$ cat src/rtl/spmv_pkg.sv
// Shared definitions for the SpMV host loader and engine: widths, SRAM A
// address map, start-flag value and the loader state encoding.
package spmv_pkg;

   localparam int ADDR_W = 5;
   localparam int LINE_W = 256;
   localparam int WORD_W = 32;
   localparam int LANES  = LINE_W / WORD_W;
   localparam int LANE_W = $clog2(LANES);
   localparam int SETTLE = 2;

   localparam logic [ADDR_W-1:0] FLAG_ADDR       = 5'd0;
   localparam logic [ADDR_W-1:0] FIRST_LINE_ADDR = 5'd1;
   localparam logic [ADDR_W-1:0] LAST_LINE_ADDR  = 5'd31;
   localparam logic [WORD_W-1:0] START_FLAG      = 32'h1;

   typedef enum logic [2:0] {
      ST_IDLE  = 3'd0,
      ST_FILL  = 3'd1,
      ST_WRITE = 3'd2,
      ST_FLAG  = 3'd3,
      ST_WAIT  = 3'd4,
      ST_DONE  = 3'd5,
      ST_DRAIN = 3'd6
   } state_t;

endpackage

$ cat src/rtl/spmv_line_packer.sv
// Packs 32-bit words into one 256-bit line, lane 0 in the low bits, and
// remembers whether the packet's last word has been loaded.
module spmv_line_packer
   import spmv_pkg::*;
(
   input  logic              clk,
   input  logic              rst_n,
   input  logic              clear,
   input  logic              load,
   input  logic [WORD_W-1:0] data,
   input  logic              last,
   output logic [LINE_W-1:0] line,
   output logic              at_end,
   output logic              last_seen
);

   logic [LANES-1:0][WORD_W-1:0] lanes;
   logic [LANE_W-1:0]            lane;
   logic [LANE_W-1:0]            lane_idx;

   // A clear in the same cycle as a load restarts the line at lane 0.
   assign lane_idx = clear ? '0 : lane;
   assign at_end   = (lane_idx == LANE_W'(LANES - 1));
   assign line     = lanes;

   always_ff @(posedge clk or negedge rst_n) begin
      if (!rst_n) begin
         lanes     <= '0;
         lane      <= '0;
         last_seen <= 1'b0;
      end else begin
         if (clear) begin
            lanes     <= '0;
            lane      <= '0;
            last_seen <= 1'b0;
         end
         if (load) begin
            lanes[lane_idx] <= data;
            lane            <= lane_idx + LANE_W'(1);
            if (last) begin
               last_seen <= 1'b1;
            end
         end
      end
   end

endmodule

$ cat src/rtl/spmv_host_loader.sv
// Host-side feeder for SRAM A port 2: packs a word stream into lines 1..31,
// writes the start flag at address 0, then polls until the engine clears it.
module spmv_host_loader
   import spmv_pkg::*;
(
   input  logic              i_clk,
   input  logic              i_rstn,
   input  logic              i_in_valid,
   input  logic [WORD_W-1:0] i_in_data,
   input  logic              i_in_last,
   output logic              o_in_ready,
   output logic [ADDR_W-1:0] o_address,
   output logic              o_wr_en,
   output logic [LINE_W-1:0] o_write_data,
   input  logic [LINE_W-1:0] i_read_data,
   output logic [2:0]        o_state,
   output logic              o_busy,
   output logic              o_done,
   output logic              o_error
);

   localparam logic [1:0] SETTLE_LAST = 2'(SETTLE);

   state_t            state;
   logic [ADDR_W-1:0] line_addr;
   logic [1:0]        settle_cnt;
   logic              accept;
   logic              pk_clear;
   logic              pk_load;
   logic              pk_at_end;
   logic              pk_last;
   logic [LINE_W-1:0] pk_line;
   logic              unused_read_bits;

   // Handshake: a word transfers on a rising edge where i_in_valid and
   // o_in_ready are both high; ready depends on state only, never on valid.
   assign o_in_ready = (state == ST_IDLE) || (state == ST_FILL) || (state == ST_DRAIN);
   assign accept     = i_in_valid && o_in_ready;
   assign pk_load    = accept && (state != ST_DRAIN);
   assign pk_clear   = (state == ST_IDLE) || (state == ST_WRITE);

   assign o_state = state;
   assign o_busy  = (state != ST_IDLE);
   assign o_done  = (state == ST_DONE);
   assign o_error = (state == ST_DRAIN) && accept && i_in_last;

   assign unused_read_bits = ^i_read_data[LINE_W-1:WORD_W];

   spmv_line_packer u_packer (
      .clk       (i_clk),
      .rst_n     (i_rstn),
      .clear     (pk_clear),
      .load      (pk_load),
      .data      (i_in_data),
      .last      (i_in_last),
      .line      (pk_line),
      .at_end    (pk_at_end),
      .last_seen (pk_last)
   );

   always_comb begin
      o_address    = '0;
      o_wr_en      = 1'b0;
      o_write_data = '0;
      case (state)
         ST_WRITE: begin
            o_address    = line_addr;
            o_wr_en      = 1'b1;
            o_write_data = pk_line;
         end
         ST_FLAG: begin
            o_address    = FLAG_ADDR;
            o_wr_en      = 1'b1;
            o_write_data = {{(LINE_W-WORD_W){1'b0}}, START_FLAG};
         end
         default: ;
      endcase
   end

   always_ff @(posedge i_clk or negedge i_rstn) begin
      if (!i_rstn) begin
         state      <= ST_IDLE;
         line_addr  <= '0;
         settle_cnt <= '0;
      end else begin
         case (state)
            ST_IDLE: begin
               line_addr  <= FIRST_LINE_ADDR;
               settle_cnt <= '0;
               if (accept) begin
                  state <= i_in_last ? ST_WRITE : ST_FILL;
               end
            end
            ST_FILL: begin
               if (accept && (pk_at_end || i_in_last)) begin
                  state <= ST_WRITE;
               end
            end
            ST_WRITE: begin
               if (pk_last) begin
                  state <= ST_FLAG;
               end else if (line_addr == LAST_LINE_ADDR) begin
                  state <= ST_DRAIN;
               end else begin
                  line_addr <= line_addr + ADDR_W'(1);
                  state     <= ST_FILL;
               end
            end
            ST_FLAG: begin
               settle_cnt <= '0;
               state      <= ST_WAIT;
            end
            // Early read data can predate the flag write, so it is skipped.
            ST_WAIT: begin
               if (settle_cnt < SETTLE_LAST) begin
                  settle_cnt <= settle_cnt + 2'd1;
               end else if (i_read_data[WORD_W-1:0] == '0) begin
                  state <= ST_DONE;
               end
            end
            ST_DONE: state <= ST_IDLE;
            ST_DRAIN: begin
               if (accept && i_in_last) begin
                  state <= ST_IDLE;
               end
            end
            default: state <= ST_IDLE;
         endcase
      end
   end

endmodule

$ cat config.mk
export PLATFORM = sky130hd
export DESIGN_NAME = spmv_host_loader
export DESIGN_NICKNAME = d
export VERILOG_FILES = /design/src/rtl/spmv_pkg.sv /design/src/rtl/spmv_line_packer.sv /design/src/rtl/spmv_host_loader.sv
export SDC_FILE = /design/constraint.sdc
export NUM_CORES = 1
export LEC_CHECK = 0
export ABC_CLOCK_PERIOD_IN_PS = 5400
export CAP_MARGIN = 15
export CORE_AREA = 2 2 219 221
export DETAILED_ROUTE_END_ITERATION = 8
export DIE_AREA = 0 0 221 223
export MAX_ROUTING_LAYER = met4
export PLACE_DENSITY = 0.63
export SYNTH_ARGS = -nofsm -noshare
export SYNTH_HDL_FRONTEND = slang
export SYNTH_SLANG_ARGS = --single-unit
$ cat constraint.sdc
create_clock -name i_clk -period 5.4 [get_ports i_clk]
set_clock_uncertainty 0.1 [all_clocks]
set_input_delay 0.81 -clock i_clk [delete_from_list [all_inputs] [get_ports i_clk]]
set_output_delay 0.81 -clock i_clk [all_outputs]
set_load 0.05 [all_outputs]
==> results of run 1 <==
-- cell families after synthesis --
family	after synthesis	share of synthesized area
mux	2	0.00180
buf+inv	151	0.0567
flops	270	0.539
fa+ha+maj	4	0.00399
compound gates	279	0.115
xor+xnor	3	0.00209
simple gates	676	0.282
-- metal layers --
metal / vias to the layer above / global-route usage / routed length [um]
met3: 42 / 0.0462 / 3360
met2: 348 / 0.227 / 16200
met4: 0 / 0.0355 / 654
met1: 5044 / 0.251 / 21200
met5: - / - / 0
li1: 5104 / - / -
-- power by group --
group	switching [mW]	internal, mW
registers	0.161	2.22
logic	1.29	0.401
clock network	0.850	1.18
-- worst max-delay path, cell delays in order (launching register included) --
cell and delay, ps:
dfrtp_1 700, and2b_1 270, nor2b_4 200, buf_12 360
and2_1 230, clkdlybuf4s50_1 870
-- path summary, 6_finish.rpt --
path | endpoint | slack, ps | cells after the start
min in group i_clk | u_packer.line[196] | 390 | 2
setup / recovery | o_write_data[126] | 920 | 5
hold / removal | u_packer.line[100] | 170 | 1
setup reg to reg | o_state[0] | 2370 | 7
max in group asynchronous | u_packer.line[134] | 3680 | 2
hold reg to reg | u_packer.line[196] | 390 | 2
-- cell type report --
type / instances / share of cell area
Sequential cell: 270 / 0.392
Multi-Input combinational cell: 964 / 0.296
Timing Repair Buffer: 348 / 0.203
Inverter: 35 / 0.00762
Clock inverter: 8 / 0.00530
Antenna cell: 5 / 0.000725
Tap cell: 615 / 0.0446
Clock buffer: 43 / 0.0511
-- cells in the mapped netlist --
| master | instances | share of area |
|---|---|---|
| dfrtp_1 | 270 | 0.54 |
| and2_1 | 264 | 0.13 |
| o21ai_0 | 254 | 0.10 |
| nand2_1 | 201 | 0.060 |
| nand3_1 | 164 | 0.065 |
| clkbuf_1 | 60 | 0.018 |
| buf_2 | 35 | 0.014 |
| inv_1 | 35 | 0.010 |
| nor2_1 | 12 | 0.0036 |
| o21ai_1 | 12 | 0.0048 |
| buf_4 | 9 | 0.0054 |
| buf_6 | 9 | 0.0081 |
| nor4_1 | 8 | 0.0040 |
| nor2b_1 | 6 | 0.0030 |
| ha_1 | 4 | 0.0040 |
| buf_1 | 3 | 0.00090 |
| nand3_2 | 3 | 0.0024 |
| xor2_1 | 3 | 0.0021 |
| a21oi_1 | 2 | 0.00080 |
| a32o_1 | 2 | 0.0016 |
| and3_1 | 2 | 0.0010 |
| and3b_1 | 2 | 0.0014 |
| mux2_2 | 2 | 0.0018 |
| nand2b_1 | 2 | 0.0010 |
| nand4_1 | 2 | 0.0010 |
| nor3_1 | 2 | 0.00080 |
| o22a_1 | 2 | 0.0014 |
| o31ai_1 | 2 | 0.0012 |
| a21o_1 | 1 | 0.00060 |
| a22o_1 | 1 | 0.00070 |
| and2b_1 | 1 | 0.00060 |
| and4_1 | 1 | 0.00070 |
| and4b_1 | 1 | 0.00080 |
| and4bb_1 | 1 | 0.0010 |
| nand3b_1 | 1 | 0.00060 |
| nand4_4 | 1 | 0.0017 |
| nor3b_2 | 1 | 0.0010 |
| o211a_1 | 1 | 0.00080 |
| o21ai_2 | 1 | 0.00070 |
| o41ai_1 | 1 | 0.00070 |
| or2_2 | 1 | 0.00050 |
-- cell usage in the layout, fill, tap and decap left out, types with 6 or more instances in the layout --
| cell type | instances |
|---|---|
| nor4_1 | 8 |
| clkdlybuf4s50_1 | 335 |
| nor2_1 | 12 |
| o21ai_0 | 254 |
| inv_1 | 35 |
| nand2_1 | 201 |
| nand3_1 | 164 |
| o21ai_1 | 12 |
| buf_4 | 8 |
| dfrtp_1 | 270 |
| clkbuf_1 | 6 |
| clkbuf_8 | 6 |
| clkbuf_16 | 31 |
| and2_1 | 264 |
-- state kept, by name, indices dropped and copies added, names as in the netlist --
signal,flops
o_state,3
line_addr,5
settle_cnt,2
u_packer.line,256
u_packer.last_seen,1
u_packer.lane,3
-- per-stage QoR --
stage / hold slack, ps / worst slack, ps
2_1_floorplan: 360 / 2460
3_3_place_gp: 373 / 1690
3_5_place_dp: 382 / 1680
4_1_cts: 212 / 1030
5_1_grt: 251 / 768
6_report: 167 / 920
==> metrics.txt, run 1 <==
Vias around 11000; Fmax achieved approximately 0.22 GHz; Root Driver clkbuf_16; vias in the first global route just over 10000; first-pass GRT wire length between 60000 and 70000 um; RSZ-0062 raised after global routing no; initial drt markers roughly 850; post-DR wirelength/cell 18.1 um; synthesized instance count 1385; Leakage Power 7.27 nW; Post-DRT Antenna Nets 0; Placed Cells about 2200; Reg2Reg Launch Point o_state[2]; flops & latches, synth 270; Max Transition Viols Final 0; syn nets 1681; DIE WIDTH about 220 um; Ports around 560; placed cell areas 0.0162 mm^2; initial antenna violation count 2; worst min path class in -> async; filler cell count just under 5000; largest net degree at the start of global routing 200; Peak supply drop around 0.45 mV; period utilization 0.830; DRT Wirelength ~41000 um; CTS tree built; Num CTS Buffers 31; Final nets 1946; dpl hpwl ~28000 um; Final Util 0.366; total power slightly above 6 mW; Post-Synthesis Cell Area around 0.013 mm^2; post_cts resized 0; setup_tns 0 ps; CTS max path bufs 3; DIE HEIGHT 223 um; Tmin final 4480 ps; Pwr Density roughly 350 mW/mm^2; worst relative slew slack 0.254; DIE AREA ~0.05 mm^2; Hold-fix buffers, CTS 0; htree depth 1; Finished Cell Area roughly 0.017 mm^2; final setup fails 0; FP Rows 80; CP arrival roughly 3600 ps; Ys Warns 0; post-DR vias/cell roughly 4.6; synth unique cells a little over 40; # clock sinks between 200 and 300; run status completed; core box area 0.0471 mm^2; area of the multi-input gates just over 0.005 mm^2; gr ovfl total 0; Setup CP Type reg -> out; Post-CTS Setup Bufs 0; max_cap viols 0; data required time of the worst path ~4500 ps; Crit. End Element output port; total area of sequential cells 0.00676 mm^2; CTS clk-pin slew, worst paths about 60 ps; Area Overhead vs Synth 37.5%; number of I/O port buffers roughly 340; fin cells roughly 2300; count of final hold-check violations 0; drt first pass iters 5; Post-route DRC 0; Worst Path Max Fanout 199; Setup crit start kind flop; Tot GR Track Use 0.169; CP startpoint o_state[1]; clock latency on the worst-skew pair ~570 ps; slew of the pin with the lowest slew margin 1120 ps; layout cells sized above 1 0.0426; sequential element share of the synthesized area 0.539; gpl congestion around 0.80; Initial Utilization 0.266; syn avg cell area slightly above 9 um^2
(Power assumes the default switching activity.)
==> run 2, diff against run 1 <==
--- a/config.mk
+++ b/config.mk
@@ -5,13 +5,13 @@
 export SDC_FILE = /design/constraint.sdc
 export NUM_CORES = 1
 export LEC_CHECK = 0
-export ABC_CLOCK_PERIOD_IN_PS = 5400
+export ABC_CLOCK_PERIOD_IN_PS = 4490
 export CAP_MARGIN = 15
-export CORE_AREA = 2 2 219 221
+export CORE_AREA = 2 2 216 218
 export DETAILED_ROUTE_END_ITERATION = 8
-export DIE_AREA = 0 0 221 223
+export DIE_AREA = 0 0 218 220
 export MAX_ROUTING_LAYER = met4
-export PLACE_DENSITY = 0.63
+export PLACE_DENSITY = 0.64
 export SYNTH_ARGS = -nofsm -noshare
 export SYNTH_HDL_FRONTEND = slang
 export SYNTH_SLANG_ARGS = --single-unit
==> constraint.sdc (replaced) <==
create_clock -name i_clk -period 4.49 [get_ports i_clk]
set_clock_uncertainty 0.1 [all_clocks]
set_input_delay 0.6735 -clock i_clk [delete_from_list [all_inputs] [get_ports i_clk]]
set_output_delay 0.6735 -clock i_clk [all_outputs]
set_load 0.05 [all_outputs]
==> run 2 against run 1 <==
Combinational power increased by 23%. First-iteration DRC count increased by 9.9%. Largest power group unchanged. Non-clock buffer count increased by 7. Worst hold slack got worse by 140 ps. Sequential power increased by 20%. Critical path depth unchanged. Critical endpoint is now o_address[0]. Via count increased by 1.8%. Setup slack got worse by 450 ps. Highest routed layer unchanged. Register-to-register slack got worse by 790 ps. Utilization increased by 1.5 points. Cell count increased by 0.13%. Die area decreased by 2.7%.
==> metrics.txt, run 2 (synthesis results as in run 1) <==
setup_tns 0 ps (unchanged); period utilization 0.894; first-pass GRT wire length 62800 um (was 63800 um); worst min path class in -> async (unchanged); post-route setup slack 474 ps (was 920 ps); Final nets 1953 (was 1946); Worst Path Max Fanout 63 (was 199); Area Overhead vs Synth 39.2% (was 37.5%); most common cell after layout, fill and taps aside clkdlybuf4s50_1 (unchanged); Crit. End Element output port (unchanged); Post-DRT Antenna Nets 0 (unchanged); Finished Cell Area 0.0175 mm^2 (was 0.0172 mm^2); Max Transition Viols Final 0 (unchanged); Tmin final about 4000 ps; Num CTS Buffers 31 (unchanged); Fmax achieved around 0.25 GHz; RSZ-0062 raised after global routing no (unchanged); count of final hold-check violations 0 (unchanged); Root Driver clkbuf_16 (unchanged); FP Rows 79 (was 80); DIE AREA 0.0480 mm^2 (was 0.0493 mm^2); worst relative slew slack 0.321 (was 0.254); clock latency on the worst-skew pair 560 ps (was 570 ps); post-DR wirelength/cell 18.0 um (was 18.1 um); CTS clk-pin slew, worst paths 60 ps (about the same); initial antenna violation count 2 (unchanged); largest net degree at the start of global routing 168 (was 200); core box area 0.0459 mm^2 (was 0.0471 mm^2); Leakage Power 7.40 nW (was 7.27 nW); # clock sinks 270 (unchanged); commonest non-fill, non-tap cells in the layout clkdlybuf4s50_1 (333), dfrtp_1 (270), and2_1 (264) (was clkdlybuf4s50_1 (335), dfrtp_1 (270), and2_1 (264)); vias in the first global route 10371 (was 10399); dpl hpwl 28500 um (about the same); Tot GR Track Use 0.172 (was 0.169); Peak supply drop 0.551 mV (was 0.454 mV); Final Util 0.381 (was 0.366); number of I/O port buffers 336 (unchanged); final setup fails 0 (unchanged); Hold-fix buffers, CTS 0 (unchanged); placed cell areas 0.0163 mm^2 (was 0.0162 mm^2); max reg flops 256 (unchanged); Reg2Reg Launch Point o_state[2] (unchanged); htree depth 1 (unchanged); Ports 561 (unchanged); drt first pass iters 5 (unchanged); CTS max path bufs 3 (unchanged); Setup CP Type reg -> out (unchanged); max_cap viols 0 (unchanged); pre-CTS setup slack 1050 ps (was 1680 ps); CTS tree built (unchanged); reg-to-reg slack, setup 1580 ps (was 2370 ps); gpl congestion 0.802 (was 0.799); Post-route DRC 0 (unchanged); DRT Wirelength 41200 um (was 41300 um); DIE HEIGHT 220 um (was 223 um); R2R depth 5 (was 7); filler cell count 4621 (was 4808); slew of the pin with the lowest slew margin 1020 ps (was 1120 ps); Initial Utilization 0.274 (was 0.266); Setup crit start kind flop (unchanged); Post-CTS Setup Bufs 0 (unchanged); CP arrival 3240 ps (was 3570 ps); post-DR vias/cell 4.68 (was 4.61); run status completed (unchanged); Pwr Density 442 mW/mm^2 (was 353 mW/mm^2); DIE WIDTH 218 um (was 221 um); post_cts resized 0 (unchanged); total power 7.71 mW (was 6.09 mW); gr ovfl total 0 (unchanged); data required time of the worst path 3720 ps (was 4490 ps); initial drt markers 931 (was 847); R2R Path End u_packer.line[211] (was o_state[0]); Vias 10730 (was 10538); layout cells sized above 1 0.0547 (was 0.0426)
==> run 2: metrics by stage <==
stage          std cells  hold slack [ps]
3_5_place_dp        2231              382
5_1_grt             2291             65.3
6_report            2291             24.5
2_1_floorplan       1385              278
4_1_cts             2289             49.0
3_3_place_gp        2231              374
==> run 2: cell type report <==
cell class | instances | area [um^2] | area share
clock buffer | 41 | 903 | 0.0517
timing repair buffer | 355 | 3570 | 0.204
inverter | 35 | 131 | 0.00752
tap | 607 | 759 | 0.0435
antenna | 2 | 5.00 | 0.000287
sequential | 270 | 6760 | 0.387
clock inverter | 17 | 238 | 0.0136
multi-input combinational | 964 | 5100 | 0.292
==> run 2: report_power, final <==
| part | total, mW | switching (mW) | internal (mW) |
|---|---|---|---|
| clock | 2.78 | 1.08 | 1.70 |
| sequential | 2.85 | 0.184 | 2.67 |
| combinational | 2.08 | 1.56 | 0.512 |
| total | 7.71 | 2.83 | 4.88 |
==> run 2: worst max-delay path by stage <==
stage	startpoint	to	slack (ps)
floorplan	o_state[1]	o_write_data[100]	1690
global placement	o_state[0]	o_write_data[195]	1060
detailed placement	o_state[0]	o_write_data[110]	1050
CTS	o_state[0]	o_address[0]	420
global route	o_state[0]	o_address[0]	260
finish	o_state[0]	o_address[0]	470
==> run 2: metal layers <==
| metal | part of all wire | GRT usage |
|---|---|---|
| met5 | 0 | - |
| met4 | 0.017 | 0.0388 |
| met3 | 0.093 | 0.0491 |
| met2 | 0.39 | 0.228 |
| met1 | 0.50 | 0.255 |
==> run 2: critical path, cell delays in order (launching register included) <==
cell and delay (ps):
dfrtp_1 560, and2b_1 350, nor2b_4 270, buf_4 440
and2_1 240, clkdlybuf4s50_1 810
==> run 3, diff against run 2 <==
--- a/config.mk
+++ b/config.mk
@@ -11,7 +11,6 @@
 export DETAILED_ROUTE_END_ITERATION = 8
 export DIE_AREA = 0 0 218 220
 export MAX_ROUTING_LAYER = met4
-export PLACE_DENSITY = 0.64
 export SYNTH_ARGS = -nofsm -noshare
 export SYNTH_HDL_FRONTEND = slang
 export SYNTH_SLANG_ARGS = --single-unit
==> run 3 against run 2 <==
Sequential share of layout area grew 0.17 points. Cell count hardly changed. Critical path depth did not move. Critical path type unchanged. Register-to-register slack gained 180 ps. Critical endpoint is now o_write_data[195]. Via count decreased by 1.8%. Worst hold slack improved by 11 ps. Die area is the same. Routed wire length is 0.48% higher. Non-clock buffer count down 1. Utilization fell by 0.17 points. First-iteration DRC count shrank 9.2%. Clock-buffer cell count shrank 1.
==> metrics.txt, run 3 (synthesis results as in run 1) <==
CTS clk-pin slew, worst paths 70 ps (was 60 ps); initial antenna violation count 1 (was 2); total power 7.59 mW (was 7.71 mW); clock latency on the worst-skew pair 560 ps (about the same); DIE HEIGHT 220 um (unchanged); initial drt markers 845 (was 931); gpl congestion 0.802 (about the same); Ports 561 (unchanged); max reg flops 256 (unchanged); htree depth 1 (unchanged); DIE AREA 0.0480 mm^2 (unchanged); post_cts resized 0 (unchanged); Initial Utilization 0.274 (unchanged); DIE WIDTH 218 um (unchanged); DRT Wirelength 41400 um (was 41200 um); vias in the first global route 10275 (was 10371); drt first pass iters 4 (was 5); count of final hold-check violations 0 (unchanged); slew of the pin with the lowest slew margin 982 ps (was 1020 ps); Root Driver clkbuf_16 (unchanged); Setup CP Type reg -> out (unchanged); Post-DRT Antenna Nets 0 (unchanged); CTS tree built (unchanged); Peak supply drop 0.552 mV (was 0.551 mV); first-pass GRT wire length 63200 um (was 62800 um); largest net degree at the start of global routing 170 (was 168); Post-route DRC 0 (unchanged); CTS max path bufs 3 (unchanged); Pwr Density 437 mW/mm^2 (was 442 mW/mm^2); # clock sinks 270 (unchanged); CP arrival 3290 ps (was 3240 ps); RSZ-0062 raised after global routing no (unchanged); Post-CTS Setup Bufs 0 (unchanged); Hold-fix buffers, CTS 0 (unchanged); post-DR vias/cell 4.60 (was 4.68); data required time of the worst path 3720 ps (about the same); most common cell after layout, fill and taps aside clkdlybuf4s50_1 (unchanged); core box area 0.0459 mm^2 (unchanged); Crit. End Element output port (unchanged); number of I/O port buffers 336 (unchanged); max_cap viols 0 (unchanged); dpl hpwl 28700 um (was 28500 um); Worst Path Max Fanout 61 (was 63); period utilization 0.905 (was 0.894); Leakage Power 7.36 nW (was 7.40 nW); Max Transition Viols Final 0 (unchanged); final setup fails 0 (unchanged); Area Overhead vs Synth 38.6% (was 39.2%); setup_tns 0 ps (unchanged); Vias 10534 (was 10730); Tot GR Track Use 0.175 (was 0.172); layout cells sized above 1 0.0506 (was 0.0547); Tmin final 4060 ps (was 4020 ps); post-DR wirelength/cell 18.1 um (was 18.0 um); Final nets 1951 (was 1953); Fmax achieved 0.246 GHz (was 0.249 GHz); gr ovfl total 0 (unchanged); Setup crit start kind flop (unchanged); worst relative slew slack 0.346 (was 0.321); run status completed (unchanged); worst min path class in -> async (unchanged); FP Rows 79 (unchanged); Num CTS Buffers 30 (was 31); commonest non-fill, non-tap cells in the layout clkdlybuf4s50_1 (335), dfrtp_1 (270), and2_1 (264) (was clkdlybuf4s50_1 (333), dfrtp_1 (270), and2_1 (264))
-- run 3: worst max-delay path, stage by stage, from the launching register on --
cell and delay (ps):
dfrtp_1 680, and2b_1 270, nor2b_4 260, buf_4 440, and2_1 230, clkdlybuf4s50_1 820
-- run 3: worst paths after layout --
check | from | to | slack, ps | cells after the start
max in group asynchronous | i_rstn | line_addr[3] | 3100 | 2
worst min register to register | u_packer.line[102] | u_packer.line[102] | 390 | 2
worst max register to register | o_state[1] | u_packer.line[200] | 1760 | 5
worst max-delay path | o_state[1] | o_write_data[195] | 430 | 5
worst min-delay path | i_rstn | u_packer.line[234] | 40 | 1
min in group i_clk | u_packer.line[102] | u_packer.line[102] | 390 | 2
-- run 3: layer usage --
layer | vias to the layer above | global-route usage | wire (um)
met5 | - | - | 0
met4 | 0 | 0.0379 | 634
met3 | 36 | 0.0493 | 3550
met2 | 338 | 0.231 | 16100
met1 | 5052 | 0.262 | 21100
li1 | 5108 | - | -
-- run 3: report_power, final --
group	total, mW	internal [mW]	switching [mW]
Clock	2.66	1.63	1.03
Sequential	2.84	2.67	0.171
Combinational	2.10	0.511	1.58
Total	7.59	4.80	2.79
-- run 3: area by class of cell --
type | count | area (um^2)
fillers | 4661 | 28500
inverters | 35 | 131
well taps | 607 | 759
clock buffers | 40 | 858
multi-input cells | 964 | 5100
clock inverters | 16 | 219
diodes | 3 | 7.51
repair buffers | 354 | 3550
flip-flops and latches | 270 | 6760
-- run 3: stage by stage --
| step | hold slack (ps) | instance area, um^2 | instances | setup slack, ps | utilization |
|---|---|---|---|---|---|
| finish | 35.1 | 17400 | 2289 | 427 | 0.379 |
| global route | 69.8 | 17400 | 2286 | 181 | 0.379 |
| CTS | 59.6 | 17400 | 2286 | 379 | 0.379 |
| detailed placement | 382 | 16300 | 2230 | 1010 | 0.355 |
| global placement | 374 | 16300 | 2230 | 1000 | 0.355 |
| floorplan | 278 | 12500 | 1385 | 1690 | - |
